`config.mk`:
```
export PLATFORM = sky130hd
export DESIGN_NAME = sram_req_ctrl
export DESIGN_NICKNAME = d
export VERILOG_FILES = /design/src/rtl/sram_req_ctrl.sv
export SDC_FILE = /design/constraint.sdc
export NUM_CORES = 1
export LEC_CHECK = 0
export ABC_CLOCK_PERIOD_IN_PS = 2630
export CAP_MARGIN = 40
export CORE_UTILIZATION = 40
export CTS_CLUSTER_SIZE = 12
export DETAILED_ROUTE_END_ITERATION = 8
export GPL_TIMING_DRIVEN = 0
export PLACE_DENSITY = 0.74
export REMOVE_ABC_BUFFERS = 1
export SKIP_LAST_GASP = 1
export SYNTH_ARGS = -nofsm -noshare
export SYNTH_HDL_FRONTEND = slang
export SYNTH_SLANG_ARGS = --single-unit
export TNS_END_PERCENT = 100
```
`constraint.sdc`:
```
create_clock -name clk -period 2.63 [get_ports clk]
set_input_delay 0.526 -clock clk [delete_from_list [all_inputs] [get_ports clk]]
set_output_delay 0.526 -clock clk [all_outputs]
set_load 0.03 [all_outputs]
```
`src/rtl/sram_req_ctrl.sv`:
```
// Request/response front end for a single-port SRAM macro: registered macro
// controls, in-order read return through a credit-limited FWFT FIFO, and an array clear sequencer.
module sram_req_ctrl #(
  parameter int                ADDR_W     = 10,
  parameter int                DATA_W     = 32,
  parameter int                RSP_DEPTH  = 4,
  parameter logic [DATA_W-1:0] INIT_VALUE = '0
) (
  input  logic                  clk,
  input  logic                  rst,
  input  logic                  req_valid,
  output logic                  req_ready,
  input  logic                  req_we,
  input  logic [ADDR_W-1:0]     req_addr,
  input  logic [DATA_W-1:0]     req_wdata,
  input  logic [DATA_W/8-1:0]   req_be,
  output logic                  rsp_valid,
  input  logic                  rsp_ready,
  output logic [DATA_W-1:0]     rsp_rdata,
  input  logic                  init_start,
  output logic                  init_busy,
  output logic                  init_done,
  output logic [ADDR_W-1:0]     sram_addr,
  output logic [DATA_W-1:0]     sram_din,
  output logic [DATA_W-1:0]     sram_bm,
  output logic                  sram_men,
  output logic                  sram_wen,
  output logic                  sram_ren,
  input  logic [DATA_W-1:0]     sram_dout
);

  localparam int BE_W  = DATA_W / 8;
  localparam int PTR_W = $clog2(RSP_DEPTH);
  localparam int CNT_W = PTR_W + 1;
  localparam int UW    = CNT_W + 1;
  localparam logic [ADDR_W-1:0] ADDR_MAX = '1;

  typedef enum logic {IDLE, INIT} state_t;

  state_t              state, state_nxt;
  logic [ADDR_W-1:0]   init_cnt;
  logic                init_last;
  logic                accept;
  logic                vld_p1, vld_p2;
  logic [UW-1:0]       used;

  logic [DATA_W-1:0]   fifo_mem [RSP_DEPTH];
  logic [PTR_W-1:0]    wr_ptr, rd_ptr;
  logic [CNT_W-1:0]    fifo_cnt;
  logic                push, pop;

  function automatic logic [DATA_W-1:0] be_to_bm(input logic [BE_W-1:0] be);
    logic [DATA_W-1:0] bm;
    bm = '0;
    for (int i = 0; i < BE_W; i++) bm[i*8 +: 8] = {8{be[i]}};
    return bm;
  endfunction

  // Credits cover reads still in the macro pipeline plus queued responses,
  // so every accepted read is guaranteed a FIFO slot when its data lands.
  assign used      = UW'(fifo_cnt) + UW'(vld_p1) + UW'(vld_p2);
  assign req_ready = !rst && (state == IDLE) && !init_start && (used < UW'(RSP_DEPTH));
  assign accept    = req_valid && req_ready;
  assign init_last = (state == INIT) && (init_cnt == ADDR_MAX);
  assign init_busy = (state == INIT);

  always_ff @(posedge clk or posedge rst) begin
    if (rst) state <= IDLE;
    else     state <= state_nxt;
  end

  always_comb begin
    state_nxt = state;
    case (state)
      IDLE:    if (init_start) state_nxt = INIT;
      INIT:    if (init_last)  state_nxt = IDLE;
      default: state_nxt = IDLE;
    endcase
  end

  always_ff @(posedge clk or posedge rst) begin
    if (rst) begin
      init_cnt  <= '0;
      init_done <= 1'b0;
    end else begin
      init_done <= init_last;
      if ((state == INIT) && !init_last) init_cnt <= init_cnt + ADDR_W'(1);
      else                               init_cnt <= '0;
    end
  end

  // Stage p1: registered macro command; address/data/mask hold when idle.
  always_ff @(posedge clk or posedge rst) begin
    if (rst) begin
      sram_men  <= 1'b0;
      sram_wen  <= 1'b0;
      sram_ren  <= 1'b0;
      sram_addr <= '0;
      sram_din  <= '0;
      sram_bm   <= '0;
    end else begin
      sram_men <= 1'b0;
      sram_wen <= 1'b0;
      sram_ren <= 1'b0;
      if (state == INIT) begin
        sram_men  <= 1'b1;
        sram_wen  <= 1'b1;
        sram_addr <= init_cnt;
        sram_din  <= INIT_VALUE;
        sram_bm   <= '1;
      end else if (accept) begin
        sram_men  <= 1'b1;
        sram_wen  <= req_we;
        sram_ren  <= !req_we;
        sram_addr <= req_addr;
        sram_din  <= req_wdata;
        sram_bm   <= req_we ? be_to_bm(req_be) : '1;
      end
    end
  end

  // Stage p2: DOUT valid for the read issued in p1; captured at the end of p2.
  always_ff @(posedge clk or posedge rst) begin
    if (rst) begin
      vld_p1 <= 1'b0;
      vld_p2 <= 1'b0;
    end else begin
      vld_p1 <= accept && !req_we;
      vld_p2 <= vld_p1;
    end
  end

  assign push      = vld_p2;
  assign rsp_valid = (fifo_cnt != '0);
  assign pop       = rsp_valid && rsp_ready;
  assign rsp_rdata = rsp_valid ? fifo_mem[rd_ptr] : '0;

  always_ff @(posedge clk) begin
    if (push) fifo_mem[wr_ptr] <= sram_dout;
  end

  always_ff @(posedge clk or posedge rst) begin
    if (rst) begin
      wr_ptr   <= '0;
      rd_ptr   <= '0;
      fifo_cnt <= '0;
    end else begin
      if (push) wr_ptr <= wr_ptr + PTR_W'(1);
      if (pop)  rd_ptr <= rd_ptr + PTR_W'(1);
      case ({push, pop})
        2'b10:   fifo_cnt <= fifo_cnt + CNT_W'(1);
        2'b01:   fifo_cnt <= fifo_cnt - CNT_W'(1);
        default: fifo_cnt <= fifo_cnt;
      endcase
    end
  end

endmodule

```
==> results.ini, run 1 <==
[placed_design]
gp_congestion=0.768
port_buffers=196
place_area_um2=10400
hpwl_mm=11.7
dp_slack_ns=-0.333

[clock_tree]
clk_pin_slew_ns=0.06
cts_tree=done
clk_path_buf_depth=2
htreeDepth=4
root_buffer=clkbuf_16
clk_latency_ns=0.43
numClockSinks=198
cts_buffers=17

[synthesis]
yosys_warnings=0
syn_area_um2=8300
ys_seq_area_frac=0.674
ys_ff_latch=198
syn_area_per_cell_um2=16.1
netlist_instances=515
yosysUniqueCellTypes=38

[setup_path]
worstPathArrival_ns=2.06
cp.required_ns=2.10
endpoint_kind=output pin
crit_chain=buf_16, mux4_2, and2_1, clkdlybuf4s15_2
worstRegToRegCells=4
startpoint_type=flip-flop
crit_slowest_cell=mux4_2
path_class=reg -> out
slowest_delay_ns=0.52
crit_path_max_fanout=14

[finish]
fin_area_um2=11200
nNetsFinal=785
postLayoutCoreUtil=0.550
areaGrowthSynthToFinish_pct=34.6
diodes=0
drive_gt1_frac=0.222

[drt]
drt_iter0_markers=276
routed.top_layer=met4
vias_per_cell=5.03
wire_per_inst_um=18.1
met2_length_mm=8.73
drc_errors=0
vias=4912
ant_nets=0
dr.pass1.iters=4
wl_met3_mm=1.43
totalWireLength_mm=17.7
met1_length_mm=7.39

[floorplan]
die_area_um2=21300
core_area_um2=20300
ios=197
die_h_um=146
row_count=52
die_x_um=146
start_util=0.409

[power]
leakage_nw=4.13
vdd_drop_max_uv=448
power_density_nw_per_um2=855

[sta]
setup_tns_ns=0
fin_ws_ns=0.0412
skew_ns=0.0213
tightest_slew_ns=0.697
finalHoldViolCount=0
layout_worst_path_cycle_share=0.984
min_period_ns=2.59
max_slew_margin=0.531
rsz0062_at_grt=true
clock.fmax_mhz=386
report.final.setup_viol=0
slew_violations=0

[global_routing]
grt.total_usage=0.176
grt_pass1_wl_mm=28.6
antenna_found_initial=0
grt_max_degree=51
grt_pass1_vias=5301
grt_remaining_overflow=0

[run]
max_cap_viol_count=0

[min_path]
worstHoldPathCells=0
hp-class=reg -> reg

[status]
status=finished, final reports clean

-- cell type report --
class                   count  area (um2)
well taps                 270         338
fillers                  1605        9130
multi-input cells         248        2310
flip-flops and latches    198        5610
repair buffers            214        2230
inverters                  14        55.1
clock inverters            15         205
clock buffers              17         425
-- layout by cell type, fill, tap and decap left out, types with 9 or more instances in the layout --
cell type / n
clkdlybuf4s50_1: 162
edfxtp_1: 128
dfrtp_1: 66
nor2b_1: 40
and2_1: 33
mux2_2: 32
mux4_2: 32
clkdlybuf4s15_2: 23
nor2_1: 19
clkbuf_16: 17
nand2_1: 14
inv_1: 12
a211oi_1: 9
-- cells by family after synthesis --
kind of cell    after synthesis  share of synthesized area
buf+inv                      69                     0.0485
simple gates                126                     0.0850
mux                          69                      0.136
flops                       198                      0.674
compound gates               36                     0.0336
xor+xnor                      9                    0.00950
fa+ha+maj                     8                     0.0130
-- per-stage QoR --
stage	hold WS (ns)	power [mW]	cells
2_1_floorplan	0.354	5.59	460
3_5_place_dp	0.362	6.86	934
4_1_cts	0.376	9.71	973
6_report	0.373	9.56	976
3_3_place_gp	0.362	6.77	926
5_1_grt	0.392	9.99	976
-- Yosys cell counts --
library cell,instances,area [um2]
a21oi_1,5,25.0
clkbuf_1,18,67.6
mux2_2,32,360
a221o_1,8,80.1
a221oi_1,1,8.76
o31ai_1,2,15.0
nor2b_1,40,250
a2111oi_0,1,8.76
nor4_1,1,6.26
a211oi_1,9,67.6
or4_4,1,11.3
nor2_1,19,71.3
nand4_1,2,12.5
a211o_4,1,17.5
edfxtp_1,128,3840
mux4_2,32,721
clkinv_1,1,3.75
or3_1,4,25.0
dfrtp_1,70,1750
and2_1,37,231
a311o_1,1,10.0
nor3_1,1,5.00
nand3_1,5,25.0
a31oi_1,1,6.26
inv_1,13,48.8
buf_6,4,45.0
buf_4,29,218
or4_1,2,15.0
o211ai_1,1,7.51
fa_1,1,20.0
ha_1,7,87.6
xnor2_1,3,26.3
buf_2,4,20.0
mux2i_1,5,50.1
nand2_1,14,52.6
xor2_1,6,52.6
o21ai_0,5,25.0
a21o_1,1,7.51
-- worst max-delay path: cells and delay by family, from the launching register on --
kind,cells,cell delay (ns)
muxes,1,0.52
and+or+nand+nor,1,0.17
DFF,1,0.50
buffers and inverters,2,0.46
-- worst paths after layout --
kind | from | endpoint | slack [ns]
hold / removal | vld_p1 | push | 0.37
setup / recovery | rd_ptr[0] | rsp_rdata[4] | 0.04
hold reg to reg | vld_p1 | push | 0.37
max in group asynchronous | rst | sram_din[10] | 1.57
min in group asynchronous | rst | sram_addr[5] | 0.49
setup reg to reg | init_busy | sram_addr[9] | 0.27
-- flip-flops by register name (all words and copies together), names as in the netlist --
register   cells
init_done      1
sram_ren       1
sram_men       1
rd_ptr         2
sram_bm        4
init_busy      1
sram_din      32
sram_addr     10
fifo_cnt       3
wr_ptr         2
push           1
init_cnt      10
fifo_mem     128
sram_wen       1
vld_p1         1
-- report_power, final --
| part | leakage [nW] | internal (mW) | switching, mW | total, mW |
|---|---|---|---|---|
| combinational | 1.78 | 1.50 | 1.65 | 3.15 |
| clock | 0.303 | 1.54 | 1.21 | 2.75 |
| sequential | 2.05 | 3.47 | 0.190 | 3.66 |
| total | 4.13 | 6.51 | 3.04 | 9.56 |
-- metal layers --
metal  GRT usage  vias up
li1            -     2225
met1       0.220     2457
met2       0.295      220
met3      0.0591       10
met4      0.0417        0
met5           0        -
-- what timing repair did --
item,CTS,global route
setup buffers,7,3
hold buffers,0,0
gates resized for setup,105,16
endpoints found under the hold margin,0,0
setup endpoints to repair,34,30
pin swaps,1,0
(Power assumes the default switching activity.)
==> run 2: changes to the inputs <==
--- a/config.mk
+++ b/config.mk
@@ -5,13 +5,13 @@
 export SDC_FILE = /design/constraint.sdc
 export NUM_CORES = 1
 export LEC_CHECK = 0
-export ABC_CLOCK_PERIOD_IN_PS = 2630
+export ABC_CLOCK_PERIOD_IN_PS = 2650
 export CAP_MARGIN = 40
 export CORE_UTILIZATION = 40
 export CTS_CLUSTER_SIZE = 12
 export DETAILED_ROUTE_END_ITERATION = 8
 export GPL_TIMING_DRIVEN = 0
-export PLACE_DENSITY = 0.74
+export PLACE_DENSITY = 0.66
 export REMOVE_ABC_BUFFERS = 1
 export SKIP_LAST_GASP = 1
 export SYNTH_ARGS = -nofsm -noshare
==> constraint.sdc (replaced) <==
create_clock -name clk -period 2.65 [get_ports clk]
set_input_delay 0.53 -clock clk [delete_from_list [all_inputs] [get_ports clk]]
set_output_delay 0.53 -clock clk [all_outputs]
set_load 0.03 [all_outputs]
==> results.ini, run 2 (synthesized netlist as in run 1, its figures left out) <==
[power]
p_comb_frac=0.327
pwr-share-clk=0.273
leakage_nw=4.10
vdd_drop_max_uv=436
seqPwrFrac=0.400
p_int_mw=6.10
power_density_nw_per_um2=824
p_total_mw=9.06
p_sw_mw=2.97
p_sw_frac=0.327

[global_routing]
grt_remaining_overflow=0
grt_pass1_vias=5286
antenna_found_initial=0
grt_pass1_wl_mm=27.8
grt.total_usage=0.170
grt_max_degree=51

[sta]
skew_ns=0.0137
layout_worst_path_cycle_share=0.989
min_period_ns=2.62
clock.fmax_mhz=382
tightest_slew_ns=0.731
finalHoldViolCount=0
rsz0062_at_grt=true
report.final.setup_viol=0
max_slew_margin=0.508
setup_tns_ns=0
slew_violations=0
whs_ns=0.381

[floorplan]
die_x_um=146
die_area_um2=21300
start_util=0.409
ios=197
core_area_um2=20300
die_h_um=146
row_count=52

[finish]
final_common_cell=clkdlybuf4s50_1
final_cells=976
seqCellArea_um2=5610
diodes=0
nNetsFinal=785
drive_gt1_frac=0.218
largest-register=fifo_mem
largest_reg_flops=128
areaGrowthSynthToFinish_pct=32.5
reg_top3=fifo_mem (128), sram_din (32)
multi_input_area_um2=2310
postLayoutCoreUtil=0.542
n_fill_cell=1685
final_cell_mix=clkdlybuf4s50_1, edfxtp_1, dfrtp_1

[setup_path]
crit_chain=buf_12, mux4_2, and2_1, clkdlybuf4s15_1
startpoint_type=flip-flop
cp.required_ns=2.12
crit_path_max_fanout=10
worstPathArrival_ns=2.09
endpoint_kind=output pin
crit_slowest_cell=mux4_2
path_class=reg -> out
crit_cells=4
cpLargestDelayFamily=buffers and inverters
worstRegToRegCells=4
slowest_delay_ns=0.50
path_buf_inv=2

[drt]
totalWireLength_mm=17.7
dr.pass1.iters=4
wire_per_inst_um=18.1
ant_nets=0
drc_errors=0
drt_iter0_markers=260
vias=4896
vias_per_cell=5.02

[clock_tree]
cts_buffers=17
cts_hold_buf=0
root_buffer=clkbuf_16
clk_path_buf_depth=2
cts_tree=done
numClockSinks=198
clk_latency_ns=0.43
htreeDepth=4
clk_pin_slew_ns=0.07

[placed_design]
placedCellCount=935
hpwl_mm=11.8
port_buffers=196
gp_congestion=0.730

[min_path]
worstHoldPathCells=0
hp-class=reg -> reg

[run]
max_cap_viol_count=0

[status]
status=finished, final reports clean

-- run 2: changes by cell type in the layout (fill, tap and decap cells not counted), moves of 2 or more --
cell	change
clkbuf_2	+26
clkdlybuf4s15_2	-21
buf_2	-7
clkdlybuf4s15_1	+3
clkinv_4	+3
inv_8	-3
buf_12	-2
buf_4	-2
bufinv_16	-2
clkinv_2	+2
clkinvlp_4	-2
dfrtp_2	+2
-- run 2: area by class of cell --
| class | instances | area share |
|---|---|---|
| clock inverter | 14 | 0.0129 |
| clock buffer | 18 | 0.0390 |
| multi-input combinational | 248 | 0.210 |
| timing repair buffer | 214 | 0.192 |
| inverter | 14 | 0.00501 |
| sequential | 198 | 0.510 |
| tap | 270 | 0.0307 |
-- run 2: repair_timing --
item                       in CTS  in global routing
setup endpoints to repair      34                 31
cloned                          0                  1
setup buffers                   5                  3
pin swaps                       1                  1
gates resized for setup        46                 56
-- run 2: layer usage --
layer | share of wire | up-vias | global-route usage
met5 | 0 | - | 0
met1 | 0.40 | 2440 | 0.196
li1 | - | 2225 | -
met3 | 0.090 | 31 | 0.0681
met2 | 0.49 | 200 | 0.288
met4 | 0.020 | 0 | 0.0620
-- run 2: stage by stage --
stage          area (um2)  worst slack [ns]
2_1_floorplan        7950            -0.196
3_3_place_gp        10200             -1.34
3_5_place_dp        10500            -0.319
4_1_cts             11000           -0.0850
5_1_grt             11000           -0.0457
6_report            11000            0.0300
-- run 2: power groups by stage --
stage / registers (mW) / logic [mW] / clock network (mW)
6_report: 3.62 / 2.97 / 2.47
5_1_grt: 3.65 / 3.17 / 2.66
4_1_cts: 3.64 / 2.98 / 2.55
3_5_place_dp: 3.76 / 3.07 / 0
3_3_place_gp: 3.93 / 2.82 / 0
2_1_floorplan: 3.89 / 1.66 / 0
-- run 2: worst register-to-register path: stages, from the launching register on --
cell     delay (ns)
dfrtp_4        0.59
or4_4          0.45
buf_4          0.19
a211o_4        0.56
a311o_1        0.45
-- run 2: worst paths after layout --
check	slack, ns	end	startpoint
min in group asynchronous	0.47	sram_din[14]	rst
worst min-delay path	0.38	push	vld_p1
worst min register to register	0.38	push	vld_p1
worst max register to register	0.31	sram_addr[9]	init_busy
worst max-delay path	0.03	rsp_rdata[26]	rd_ptr[0]
max in group asynchronous	1.64	init_busy	rst
==> run 3: changes to the inputs <==
--- a/config.mk
+++ b/config.mk
@@ -5,7 +5,7 @@
 export SDC_FILE = /design/constraint.sdc
 export NUM_CORES = 1
 export LEC_CHECK = 0
-export ABC_CLOCK_PERIOD_IN_PS = 2650
+export ABC_CLOCK_PERIOD_IN_PS = 3070
 export CAP_MARGIN = 40
 export CORE_UTILIZATION = 40
 export CTS_CLUSTER_SIZE = 12
==> constraint.sdc (replaced) <==
create_clock -name clk -period 3.07 [get_ports clk]
set_input_delay 0.614 -clock clk [delete_from_list [all_inputs] [get_ports clk]]
set_output_delay 0.614 -clock clk [all_outputs]
set_load 0.03 [all_outputs]
==> results.ini, run 3 (synthesized netlist as in run 1, its figures left out) <==
[sta]
clock.fmax_mhz=335
min_period_ns=2.99
fin_ws_ns=0.0837
layout_worst_path_cycle_share=0.973
report.final.setup_viol=0
slew_violations=0
skew_ns=0.0137
max_slew_margin=0.495
finalHoldViolCount=0
rsz0062_at_grt=false
tightest_slew_ns=0.751

[finish]
postLayoutCoreUtil=0.547
nNetsFinal=779
areaGrowthSynthToFinish_pct=33.7
final_common_cell=clkdlybuf4s50_1
n_fill_cell=1657
fin_area_um2=11100
final_cell_mix=clkdlybuf4s50_1, edfxtp_1, dfrtp_1
diodes=0
seqCellArea_um2=5610
largest_reg_flops=128
reg_top3=fifo_mem (128), sram_din (32)
largest-register=fifo_mem
drive_gt1_frac=0.169
multi_input_area_um2=2310

[setup_path]
path_class=reg -> out
cp.required_ns=2.46
crit_path_max_fanout=19
endpoint_kind=output pin
path_buf_inv=2
crit_chain=buf_12, mux4_2, and2_1, clkdlybuf4s50_1
slowest_delay_ns=0.58
cpLargestDelayFamily=buffers and inverters
crit_slowest_cell=clkdlybuf4s50_1
worstPathArrival_ns=2.37
startpoint_type=flip-flop

[status]
status=finished, final reports clean

[placed_design]
place_area_um2=10500
port_buffers=196
dp_slack_ns=-0.0674
hpwl_mm=11.8
gp_congestion=0.730

[clock_tree]
clk_pin_slew_ns=0.07
cts_tree=done
clk_latency_ns=0.43
cts_hold_buf=0
cts_buffers=17
root_buffer=clkbuf_16
htreeDepth=4
clk_path_buf_depth=2
numClockSinks=198

[floorplan]
start_util=0.409
core_area_um2=20300
die_area_um2=21300
die_h_um=146
row_count=52
ios=197
die_x_um=146

[drt]
wl_met3_mm=1.58
met2_length_mm=8.42
totalWireLength_mm=17.3
drc_errors=0
wire_per_inst_um=17.8
vias_per_cell=4.98
routed.top_layer=met4
ant_nets=0
drt_iter0_markers=286
met1_length_mm=6.99
vias=4830
dr.pass1.iters=4

[min_path]
hp-class=reg -> reg

[global_routing]
antenna_found_initial=0
grt_pass1_wl_mm=27.6
grt.total_usage=0.168
grt_remaining_overflow=0
grt_pass1_vias=5252
grt_max_degree=51

[power]
p_total_mw=7.95
power_density_nw_per_um2=717
vdd_drop_max_uv=375
leakage_nw=4.24

[run]
max_cap_viol_count=0

==> run 3: layout make-up <==
cell class | count | area share
sequential | 198 | 0.505
multi-input combinational | 248 | 0.208
timing repair buffer | 208 | 0.200
clock buffer | 18 | 0.0387
tap | 270 | 0.0304
clock inverter | 14 | 0.0127
inverter | 14 | 0.00496
==> run 3: per-layer routing <==
| metal | track usage | vias to the layer above |
|---|---|---|
| li1 | - | 2208 |
| met2 | 0.282 | 191 |
| met3 | 0.0675 | 28 |
| met4 | 0.0589 | 0 |
| met5 | 0 | - |
| met1 | 0.196 | 2403 |
==> run 3: where the power goes <==
part	switching (mW)	leakage [nW]	internal (mW)
Sequential	0.175	2.05	2.97
Clock	0.992	0.282	1.14
Combinational	1.36	1.91	1.31
Total	2.53	4.24	5.43
==> run 3: timing repair <==
item                                    in CTS  in global routing
setup buffers                                3                  0
gates resized for setup                      5                 18
endpoints found under the setup margin      34                 18
pin swaps                                    0                  0
==> run 3: through the flow <==
| step | std cells | hold WS (ns) | TNS (ns) |
|---|---|---|---|
| 2_1_floorplan | 460 | 0.354 | 0 |
| 3_3_place_gp | 926 | 0.364 | -70.91 |
| 3_5_place_dp | 935 | 0.381 | -0.0674 |
| 4_1_cts | 970 | 0.389 | 0 |
| 5_1_grt | 970 | 0.391 | 0 |
| 6_report | 970 | 0.379 | 0 |
==> run 3: final timing paths <==
path                                     end  slack [ns]  startpoint  cells after the start
worst max-delay path            rsp_rdata[8]        0.08   rd_ptr[0]                      4
worst min-delay path                    push        0.38      vld_p1                      0
worst max register to register  sram_addr[9]        0.62   init_busy                      3
worst min register to register          push        0.38      vld_p1                      0
max in group asynchronous          rd_ptr[0]        1.97         rst                      3
min in group asynchronous       sram_din[14]        0.55         rst                      2
